**src/rtl/fb_rect_fill.sv**
```systemverilog
// Rectangle-fill engine for the 640x480 palette-index framebuffer.
// Takes one command at a time, clips it to the visible area and writes one
// pixel per clock in raster order through the framebuffer write port.
module fb_rect_fill #(
  parameter int H_RES  = 640,
  parameter int V_RES  = 480,
  parameter int ADDR_W = 19,
  parameter int DATA_W = 4
) (
  input  logic              clk_100m,
  input  logic              reset,
  input  logic              cmd_valid,
  output logic              cmd_ready,
  input  logic [9:0]        cmd_x0,
  input  logic [9:0]        cmd_y0,
  input  logic [9:0]        cmd_w,
  input  logic [9:0]        cmd_h,
  input  logic [DATA_W-1:0] cmd_color,
  output logic              busy,
  output logic              done,
  output logic [ADDR_W-1:0] bram_addr,
  output logic [DATA_W-1:0] bram_din,
  output logic              bram_en,
  output logic              bram_we
);

  typedef enum logic [1:0] {S_IDLE, S_SETUP, S_FILL, S_DONE} state_t;

  localparam logic [10:0]       H_LIM    = 11'(H_RES);
  localparam logic [10:0]       V_LIM    = 11'(V_RES);
  localparam logic [ADDR_W-1:0] H_STRIDE = ADDR_W'(H_RES);

  state_t              r_state;
  logic [9:0]          r_x0, r_y0, r_w, r_h;
  logic [DATA_W-1:0]   r_color;
  logic [9:0]          r_x;
  logic [9:0]          r_row;
  logic [10:0]         r_x_last;
  logic [10:0]         r_row_last;
  logic [ADDR_W-1:0]   r_row_base;
  logic                r_cmd_ready, r_busy, r_done, r_bram_en;
  logic [ADDR_W-1:0]   r_bram_addr;
  logic [DATA_W-1:0]   r_bram_din;

  // Clipping: 11-bit sums so x0+w / y0+h never wrap before the min().
  logic [10:0]       w_x_sum, w_y_sum, w_x_end, w_y_end;
  logic              w_x_vis, w_y_vis;
  logic [10:0]       w_x_last, w_row_last;
  logic [ADDR_W-1:0] w_y0_ext, w_row_base, w_first_addr, w_next_base;
  logic              w_last_col, w_last_row;

  assign w_x_sum  = {1'b0, r_x0} + {1'b0, r_w};
  assign w_y_sum  = {1'b0, r_y0} + {1'b0, r_h};
  assign w_x_end  = (w_x_sum > H_LIM) ? H_LIM : w_x_sum;
  assign w_y_end  = (w_y_sum > V_LIM) ? V_LIM : w_y_sum;
  // A zero-width or off-screen span shows up as end <= start.
  assign w_x_vis  = ({1'b0, r_x0} < H_LIM) && (w_x_end > {1'b0, r_x0});
  assign w_y_vis  = ({1'b0, r_y0} < V_LIM) && (w_y_end > {1'b0, r_y0});
  assign w_x_last   = w_x_end - 11'd1;
  assign w_row_last = w_y_end - {1'b0, r_y0} - 11'd1;

  // y0*640 as (y0<<9)+(y0<<7): two shifts and an adder, no multiplier.
  assign w_y0_ext     = ADDR_W'(r_y0);
  assign w_row_base   = (w_y0_ext << 9) + (w_y0_ext << 7);
  assign w_first_addr = w_row_base + ADDR_W'(r_x0);
  assign w_next_base  = r_row_base + H_STRIDE;

  assign w_last_col = ({1'b0, r_x}   == r_x_last);
  assign w_last_row = ({1'b0, r_row} == r_row_last);

  // Command FSM; every port-facing output is a flop updated here.
  // NOTE: reset is synchronous, so it is tested inside the clocked block
  // rather than listed in the sensitivity list.
  always_ff @(posedge clk_100m) begin
    if (!reset) begin
      r_state     <= S_IDLE;
      r_x0        <= '0;
      r_y0        <= '0;
      r_w         <= '0;
      r_h         <= '0;
      r_color     <= '0;
      r_x         <= '0;
      r_row       <= '0;
      r_x_last    <= '0;
      r_row_last  <= '0;
      r_row_base  <= '0;
      r_cmd_ready <= 1'b1;
      r_busy      <= 1'b0;
      r_done      <= 1'b0;
      r_bram_en   <= 1'b0;
      r_bram_addr <= '0;
      r_bram_din  <= '0;
    end else begin
      // NOTE: non-blocking assignments keep every flop reading the values
      // from before this edge, independent of statement order.
      unique case (r_state)
        S_IDLE: begin
          if (cmd_valid && r_cmd_ready) begin
            r_x0        <= cmd_x0;
            r_y0        <= cmd_y0;
            r_w         <= cmd_w;
            r_h         <= cmd_h;
            r_color     <= cmd_color;
            r_cmd_ready <= 1'b0;
            r_busy      <= 1'b1;
            r_state     <= S_SETUP;
          end
        end

        S_SETUP: begin
          if (w_x_vis && w_y_vis) begin
            // Load the first pixel so it is on the port in the first FILL cycle.
            r_x         <= r_x0;
            r_row       <= '0;
            r_x_last    <= w_x_last;
            r_row_last  <= w_row_last;
            r_row_base  <= w_row_base;
            r_bram_addr <= w_first_addr;
            r_bram_din  <= r_color;
            r_bram_en   <= 1'b1;
            r_state     <= S_FILL;
          end else begin
            r_done  <= 1'b1;
            r_state <= S_DONE;
          end
        end

        S_FILL: begin
          // The port currently shows pixel (r_x, r_row); pick the next one.
          if (w_last_col) begin
            if (w_last_row) begin
              r_bram_en <= 1'b0;
              r_done    <= 1'b1;
              r_state   <= S_DONE;
            end else begin
              r_x         <= r_x0;
              r_row       <= r_row + 10'd1;
              r_row_base  <= w_next_base;
              r_bram_addr <= w_next_base + ADDR_W'(r_x0);
            end
          end else begin
            r_x         <= r_x + 10'd1;
            r_bram_addr <= r_bram_addr + ADDR_W'(1);
          end
        end

        S_DONE: begin
          r_done      <= 1'b0;
          r_busy      <= 1'b0;
          r_cmd_ready <= 1'b1;
          r_state     <= S_IDLE;
        end

        default: r_state <= S_IDLE;
      endcase
    end
  end

  assign cmd_ready = r_cmd_ready;
  assign busy      = r_busy;
  assign done      = r_done;
  assign bram_en   = r_bram_en;
  assign bram_we   = r_bram_en;
  assign bram_addr = r_bram_addr;
  assign bram_din  = r_bram_din;

endmodule

```
**config.mk**
```make
export PLATFORM = sky130hd
export DESIGN_NAME = fb_rect_fill
export DESIGN_NICKNAME = d
export VERILOG_FILES = /design/src/rtl/fb_rect_fill.sv
export SDC_FILE = /design/constraint.sdc
export NUM_CORES = 1
export LEC_CHECK = 0
export CORE_MARGIN = 2
export CORE_UTILIZATION = 45
export DETAILED_ROUTE_END_ITERATION = 16
export PLACE_DENSITY = 0.73
export SKIP_LAST_GASP = 1
export SYNTH_ARGS = -nofsm -noshare
export SYNTH_HDL_FRONTEND = slang
export SYNTH_SLANG_ARGS = --single-unit
export TNS_END_PERCENT = 10
```
**constraint.sdc**
```tcl
create_clock -name clk_100m -period 6.74 [get_ports clk_100m]
set_input_delay 1.011 -clock clk_100m [delete_from_list [all_inputs] [get_ports clk_100m]]
set_output_delay 1.011 -clock clk_100m [all_outputs]
set_load 0.05 [all_outputs]
```
==> impl_metrics.ini <==
[timing]
fin_tns_setup_ns = 0
finalHoldViolations = 0
fin_skew_ns = 0.00654
fin_ws_ns = 0.861
rsz0062_at_grt = false
tightestPinTransition_ns = 1.06
setup_viol = 0
slew-limit-headroom_pct = 29.6
fmax_mhz = 170
min_period_ns = 5.88
drv_slew = 0
fin_crit_sh_pct = 87.2

[worst_hold_path]
holdCritStartpoint = r_color[1]
min_path_type = register to register

[clocking]
clkTransAtPathRegs_ns = 0.06
postCtsSetupRepairBufs = 0
cts.hold.buffers_added = 0
clk_latency_ns = 0.42
clk_path_buf_depth = 2
htree_levels = 4
cts_tree = yes
cts_sinks = 127
cts_buffers = 17
cts_resized = 0
cts_root_buf = clkbuf_16

[status]
status = complete, no violations

[floorplan]
die_h_um = 147
die_area_um2 = 21600
core_area_um2 = 20200
pin_count = 75
rows = 52
die-width_um = 147
initial_core_util_pct = 45.6

[synthesis]
synth_common_cells = nand2_1, a21oi_1, dfxtp_1, nor2_1, ha_1
yosysMostFrequentCell = nand2_1
yosys_warnings = 0
yosysTopAreaCell = dfxtp_1
synth_seq_cells = 127
synth_area_um2 = 9200
synthDominantCellAreaShare_pct = 27.6
netlist_top_cells_area = dfxtp_1, ha_1, nand2_1, a21oi_1, xor2_1
postSynthAreaPerCell_um2 = 7.65
ys_seq_area_share_pct = 27.6
synth_enable_flop_cells = 0
synth_fp_nets = 1316
synth_cell_types = 74
ys.flop_type = dfxtp_1
netlist_instances = 1202
synth-async-reset-ratio_pct = 0

[worst_setup_path]
crit_chain = ha_1 -> inv_1 -> fa_1 -> nand2b_1 -> a21oi_1 -> nor4_1 -> a311oi_1 -> a211oi_2 -> o31a_1 -> or2_2 -> inv_1 -> ha_1 -> nand2_1 -> nor3_1 -> buf_4 -> a2111oi_0 -> o211ai_1 -> nand2_1 -> a211o_1 -> o21ai_1 -> a21oi_1
critPathLaunchType = register
cp.required_ns = 7.08
slowest_stage = a311oi_1
end_kind = register
cpPeakStageDelay_ns = 0.64
path_class = register to register
crit_start = r_x0[0]
r2r-start = r_x0[0]
critPathMaxFanout = 16
crit_arrival_ns = 6.22

[place]
dp.cells = 1502
gp_congestion = 0.935
io_buffers = 74
dp.final_hpwl_mm = 17.9
dp_slack_ns = 0.980

[power]
p_comb_share_pct = 58.3
pwr-share-clk_pct = 18.4
switchingPower_w = 0.00232
p_leak_nw = 4.18
ir_drop_v = 0.000232
p_sw_share_pct = 48.6
internal_power_w = 0.00245
seqPwrFrac_pct = 23.2
cellPowerDensity_nw_per_um2 = 447

[final_layout]
n_antenna_cell = 0
nNetsFinal = 1365
drive_gt1_share_pct = 6.25
fin_util_pct = 53.0
layout.cells.non_filler = 1534
syn_to_final_growth_pct = 16.2

[drt]
wire_per_inst_um = 16.1
routed_wl_mm = 24.7
avgViaCountPerCell = 5.74
via_count = 8812
initialDrtViolationCount = 733
ant_nets = 0
dr.pass1.iters = 5
drc = 0

[global_route]
grt_usage_pct = 22.9
antenna_found_initial = 0
grt_max_degree = 56
grt_pass1_wl_mm = 40.8
grt_overflow = 0
grt_pass1_vias = 8223

[job]
maxCapViolCount = 0
[final timing paths]
check               endpoint  slack, ns  cells past startpoint
setup / recovery    r_row[4]       0.86                     21
setup reg to reg    r_row[4]       0.86                     21
hold reg to reg   r_color[1]       0.46                      2
hold / removal    r_color[1]       0.46                      2
[cells by family (layout without fill, tap and decap cells)]
family                   count (synthesis)  count (layout)  share of synthesized area (%)
XOR/XNOR                                88              88                           8.38
multiplexers                            26              26                           2.84
AND/OR/NAND/NOR                        446             446                           22.9
buffers and inverters                  117             179                           5.36
other                                    1               1                         0.0408
AO/OA/AOI/OAI                          330             330                           23.4
flip-flops                             127             127                           27.6
adder cells (fa/ha/maj)                 67              67                           9.52
[cell usage in the layout (no fill, tap or decap), types with 6 or more instances in the layout]
cell type	synthesis	routed
or3_1	15	15
clkdlybuf4s50_1	0	73
clkbuf_16	0	17
nor4_1	6	6
a311oi_1	6	6
o2111ai_1	9	9
o31ai_1	8	8
nor2_1	78	78
o211ai_1	14	14
nand4_1	14	14
nor3_1	24	24
nand2_1	196	196
mux2i_1	25	25
a31o_2	11	11
a32o_1	6	6
o21bai_1	6	6
dfxtp_1	127	127
nand3b_1	10	10
a211oi_1	21	21
xor2_1	51	51
inv_1	54	54
or4_1	6	6
a31oi_1	19	19
ha_1	62	62
nor2b_1	8	8
nand3_1	39	39
a21o_1	12	12
a21oi_1	131	131
o21ai_0	44	44
and2_1	6	6
buf_4	4	18
nand2b_1	12	12
xnor2_1	37	37
and3_1	12	12
[cell type report]
cell class | instances | area (um2)
Tap cell | 270 | 338
Multi-Input combinational cell | 958 | 6160
Fill cell | 1959 | 9480
Clock buffer | 17 | 425
Inverter | 55 | 206
Timing Repair Buffer | 92 | 871
Sequential cell | 127 | 2540
Clock inverter | 15 | 139
[layer usage]
metal	share of wire (%)	GRT usage (%)	wire length, um	up-vias
met5	0	0	0	-
met4	1.1	5.38	270	0
met3	5.8	4.44	1440	23
met2	45	36.0	11000	265
met1	48	32.7	12000	4128
li1	-	-	-	4396
[state kept, by name, indices dropped and copies added, names as in the netlist, 10 cells and up]
signal / cells
bram_addr: 19
r_row_base: 12
r_row_last: 11
r_x_last: 11
r_h: 10
r_row: 10
r_w: 10
r_x0: 10
r_x: 10
r_y0: 10
[worst max-delay path, delay by kind of cell, from the launching register on]
kind,cells,cell delay [ns]
buffers and inverters,3,0.29
flip-flops,1,0.39
AND/OR/NAND/NOR,6,0.93
AO/OA/AOI/OAI,9,3.38
adder cells (fa/ha/maj),3,0.81
[power by group through the flow]
stage	Sequential, W	Clock (W)	Combinational (W)
floorplan	0.00118	0	0.00204
global route	0.00113	0.000918	0.00311
finish	0.00111	0.000880	0.00279
detailed placement	0.00112	0	0.00275
global placement	0.00112	0	0.00271
CTS	0.00111	0.000885	0.00276
[stage by stage]
stage	instance area, um2	power (W)	hold slack [ns]
floorplan	9200	0.00321	0.432
global placement	10100	0.00383	0.443
detailed placement	10100	0.00387	0.446
CTS	10700	0.00475	0.454
global route	10700	0.00515	0.469
finish	10700	0.00477	0.456
(Power assumes the default switching activity.)
==> RTL change, RTL diff (same settings) <==
Set the parameter `ADDR_W` to 17 (it was 19).
--- a/src/rtl/fb_rect_fill.sv
+++ b/src/rtl/fb_rect_fill.sv
@@ -4,7 +4,7 @@
 module fb_rect_fill #(
   parameter int H_RES  = 640,
   parameter int V_RES  = 480,
-  parameter int ADDR_W = 19,
+  parameter int ADDR_W = 17,
   parameter int DATA_W = 4
 ) (
   input  logic              clk_100m,
Ports: changed (resized bram_addr); port bits go from 75 to 73. The function was not compared with the original's and may differ.
==> RTL change against the unedited design <==
  * Clock skew grew 0.0060 ns
  * Area after synthesis shrank 6.4%
  * Power shrank 5.8%
  * Sequential cell count shrank 4
  * Final area shrank 5.7%
  * Via count shrank 8.5%
  * Wire length shrank 10%
  * Setup slack lost 0.026 ns
  * Largest cell class unchanged
  * Largest power group unchanged
  * Highest routed layer unchanged
==> RTL change: results (changes against the unedited design) <==
[synth]
yosys_warnings=0  ; unchanged
synth_nets=1235  ; was 1,316
synth_cell_types=71  ; was 74
ys_seq_area_share_pct=28.6  ; was 27.6%
async_reset_ff_share_pct=0  ; unchanged
synth_area_leaders=dfxtp_1 29%, ha_1 8.9%, nand2_1 8.2%  ; was dfxtp_1 28%, ha_1 8.4%, nand2_1 8.0%
synth_commonest_cells=187 x nand2_1, 123 x dfxtp_1, 88 x a21oi_1  ; was 196 x nand2_1, 131 x a21oi_1, 127 x dfxtp_1

[grt]
grt_pass1_wl_mm=37.2  ; was 40.8 mm
grt_max_degree=63  ; was 56
antenna_found_initial=0  ; unchanged
grt_use_total_pct=22.6  ; was 22.9%
grt_pass1_vias=7511  ; was 8,223

[power_and_ir_drop]
ir_worst_vdd_v=0.000268  ; was 0.000232 V
p_leak_nw=4.21  ; was 4.18 nW

[sta]
slew_headroom_pct=33.8  ; was 29.6%
skew_ns=0.0125  ; was 0.00654 ns

[clock_network]
hold_buffers=0  ; unchanged
clk_pin_slew_worst_paths_ns=0.05
cts.htree.levels=4  ; unchanged
clockRootBuffer=clkbuf_16  ; unchanged
post_cts_buffers=0  ; unchanged
cts_made_buffers=17  ; unchanged
cts_resized=0  ; unchanged
clockBufferDepth=2  ; unchanged
clock_latency_ns=0.42  ; about the same

[critical_path]
cp_top_family=compound AO/OA/AOI/OAI gates  ; unchanged
critical-path-max-stage-delay_ns=0.62  ; was 0.64 ns
crit_fanout=22  ; was 16
crit_path_top_delay_cell=or4_1  ; was a311oi_1

[place]
gp_congestion=0.920  ; was 0.935
portBuffers=72  ; was 74
dp_hpwl_mm=15.9  ; was 17.9 mm
post-place-ws_ns=0.887  ; was 0.980 ns

[cells_and_area]
nFillCells=1816  ; was 1,959
largest_reg_flops=17  ; was 19
finalNetCount=1285  ; was 1,365
antenna_cells=0  ; unchanged
drive_gt1_share_pct=4.98  ; was 6.25%

[route]
drt-initial-drc-count=524  ; was 733
totalWireLength_mm=22.2  ; was 24.7 mm
dr.pass1.iters=5  ; unchanged
viasPerCell=5.68  ; was 5.74

[run_status]
status=complete, no violations  ; unchanged

-- RTL change: cell count changes in the layout (fill, tap and decap cells not counted), sizes merged, moves of 9 or more --
cell	before	now
a21oi	131	90
a21boi	3	29
a31oi	19	3
a21o	12	25
mux2i	25	12
a31o	11	0
clkbuf	17	26
nand2	196	187
-- RTL change: logic make-up (layout without fill, tap and decap cells) --
| family | count (synthesis) | count (layout) | synth area share (%) |
|---|---|---|---|
| adder cells (fa/ha/maj) | 66 | 66 | 10.0 |
| multiplexers | 14 | 14 | 1.80 |
| XOR/XNOR | 80 | 80 | 8.14 |
| flip-flops | 123 | 123 | 28.6 |
| other | 1 | 1 | 0.0435 |
| AND/OR/NAND/NOR | 429 | 429 | 23.0 |
| buffers and inverters | 104 | 167 | 4.87 |
| AO/OA/AOI/OAI | 305 | 305 | 23.6 |
-- RTL change: routing by layer --
metal / track usage, % / wire length (um) / vias up
met5: 0 / 0 / -
met4: 5.21 / 223 / 0
met3: 4.71 / 1490 / 22
met2: 34.1 / 9360 / 263
met1: 33.2 / 11100 / 3717
li1: - / - / 4062
-- RTL change: final cells by class --
| type | instances | area share, % |
|---|---|---|
| timing repair buffer | 83 | 7.93 |
| multi-input combinational | 895 | 56.9 |
| sequential | 123 | 24.4 |
| inverter | 52 | 1.94 |
| clock inverter | 6 | 0.832 |
| clock buffer | 26 | 5.06 |
| tap | 234 | 2.91 |
-- RTL change: worst register-to-register path, cell delays in order, from the launching register on --
cell and delay, ns:
dfxtp_1 0.40, ha_1 0.29, fa_1 0.44, a211o_1 0.38, a2111oi_4 0.35, or2_2 0.19
o311ai_1 0.11, or3_1 0.43, and3_1 0.21, ha_1 0.35, a21o_1 0.22, a21oi_1 0.17
nor2b_1 0.06, o311ai_0 0.46, o211a_1 0.22, or3_1 0.11, a21oi_2 0.06, nand4_1 0.16
buf_4 0.27, o21ai_1 0.25, or4_1 0.63, nand2_1 0.08
-- RTL change: path summary, 6_finish.rpt --
check	to	slack, ns	start	depth (start not counted)
max	r_row[9]	0.83	r_y0[0]	21
min	r_color[3]	0.46	r_color[3]	2
max reg2reg	r_row[9]	0.83	r_y0[0]	21
min reg2reg	r_color[3]	0.46	r_color[3]	2
-- RTL change: report_power, final --
part           leakage [nW]  internal (mW)  total, mW  switching, mW
registers              1.00          0.886       1.06          0.177
logic                  2.91          0.956       2.51           1.56
clock network         0.294          0.592      0.922          0.330
total                  4.21           2.43       4.50           2.07
-- RTL change: stage by stage --
| stage | area (um2) | utilization, % | cells |
|---|---|---|---|
| floorplan | 8610 | - | 1122 |
| global placement | 9480 | 50.5 | 1387 |
| detailed placement | 9480 | 50.5 | 1387 |
| CTS | 10100 | 53.7 | 1419 |
| global route | 10100 | 53.7 | 1419 |
| finish | 10100 | 53.7 | 1419 |
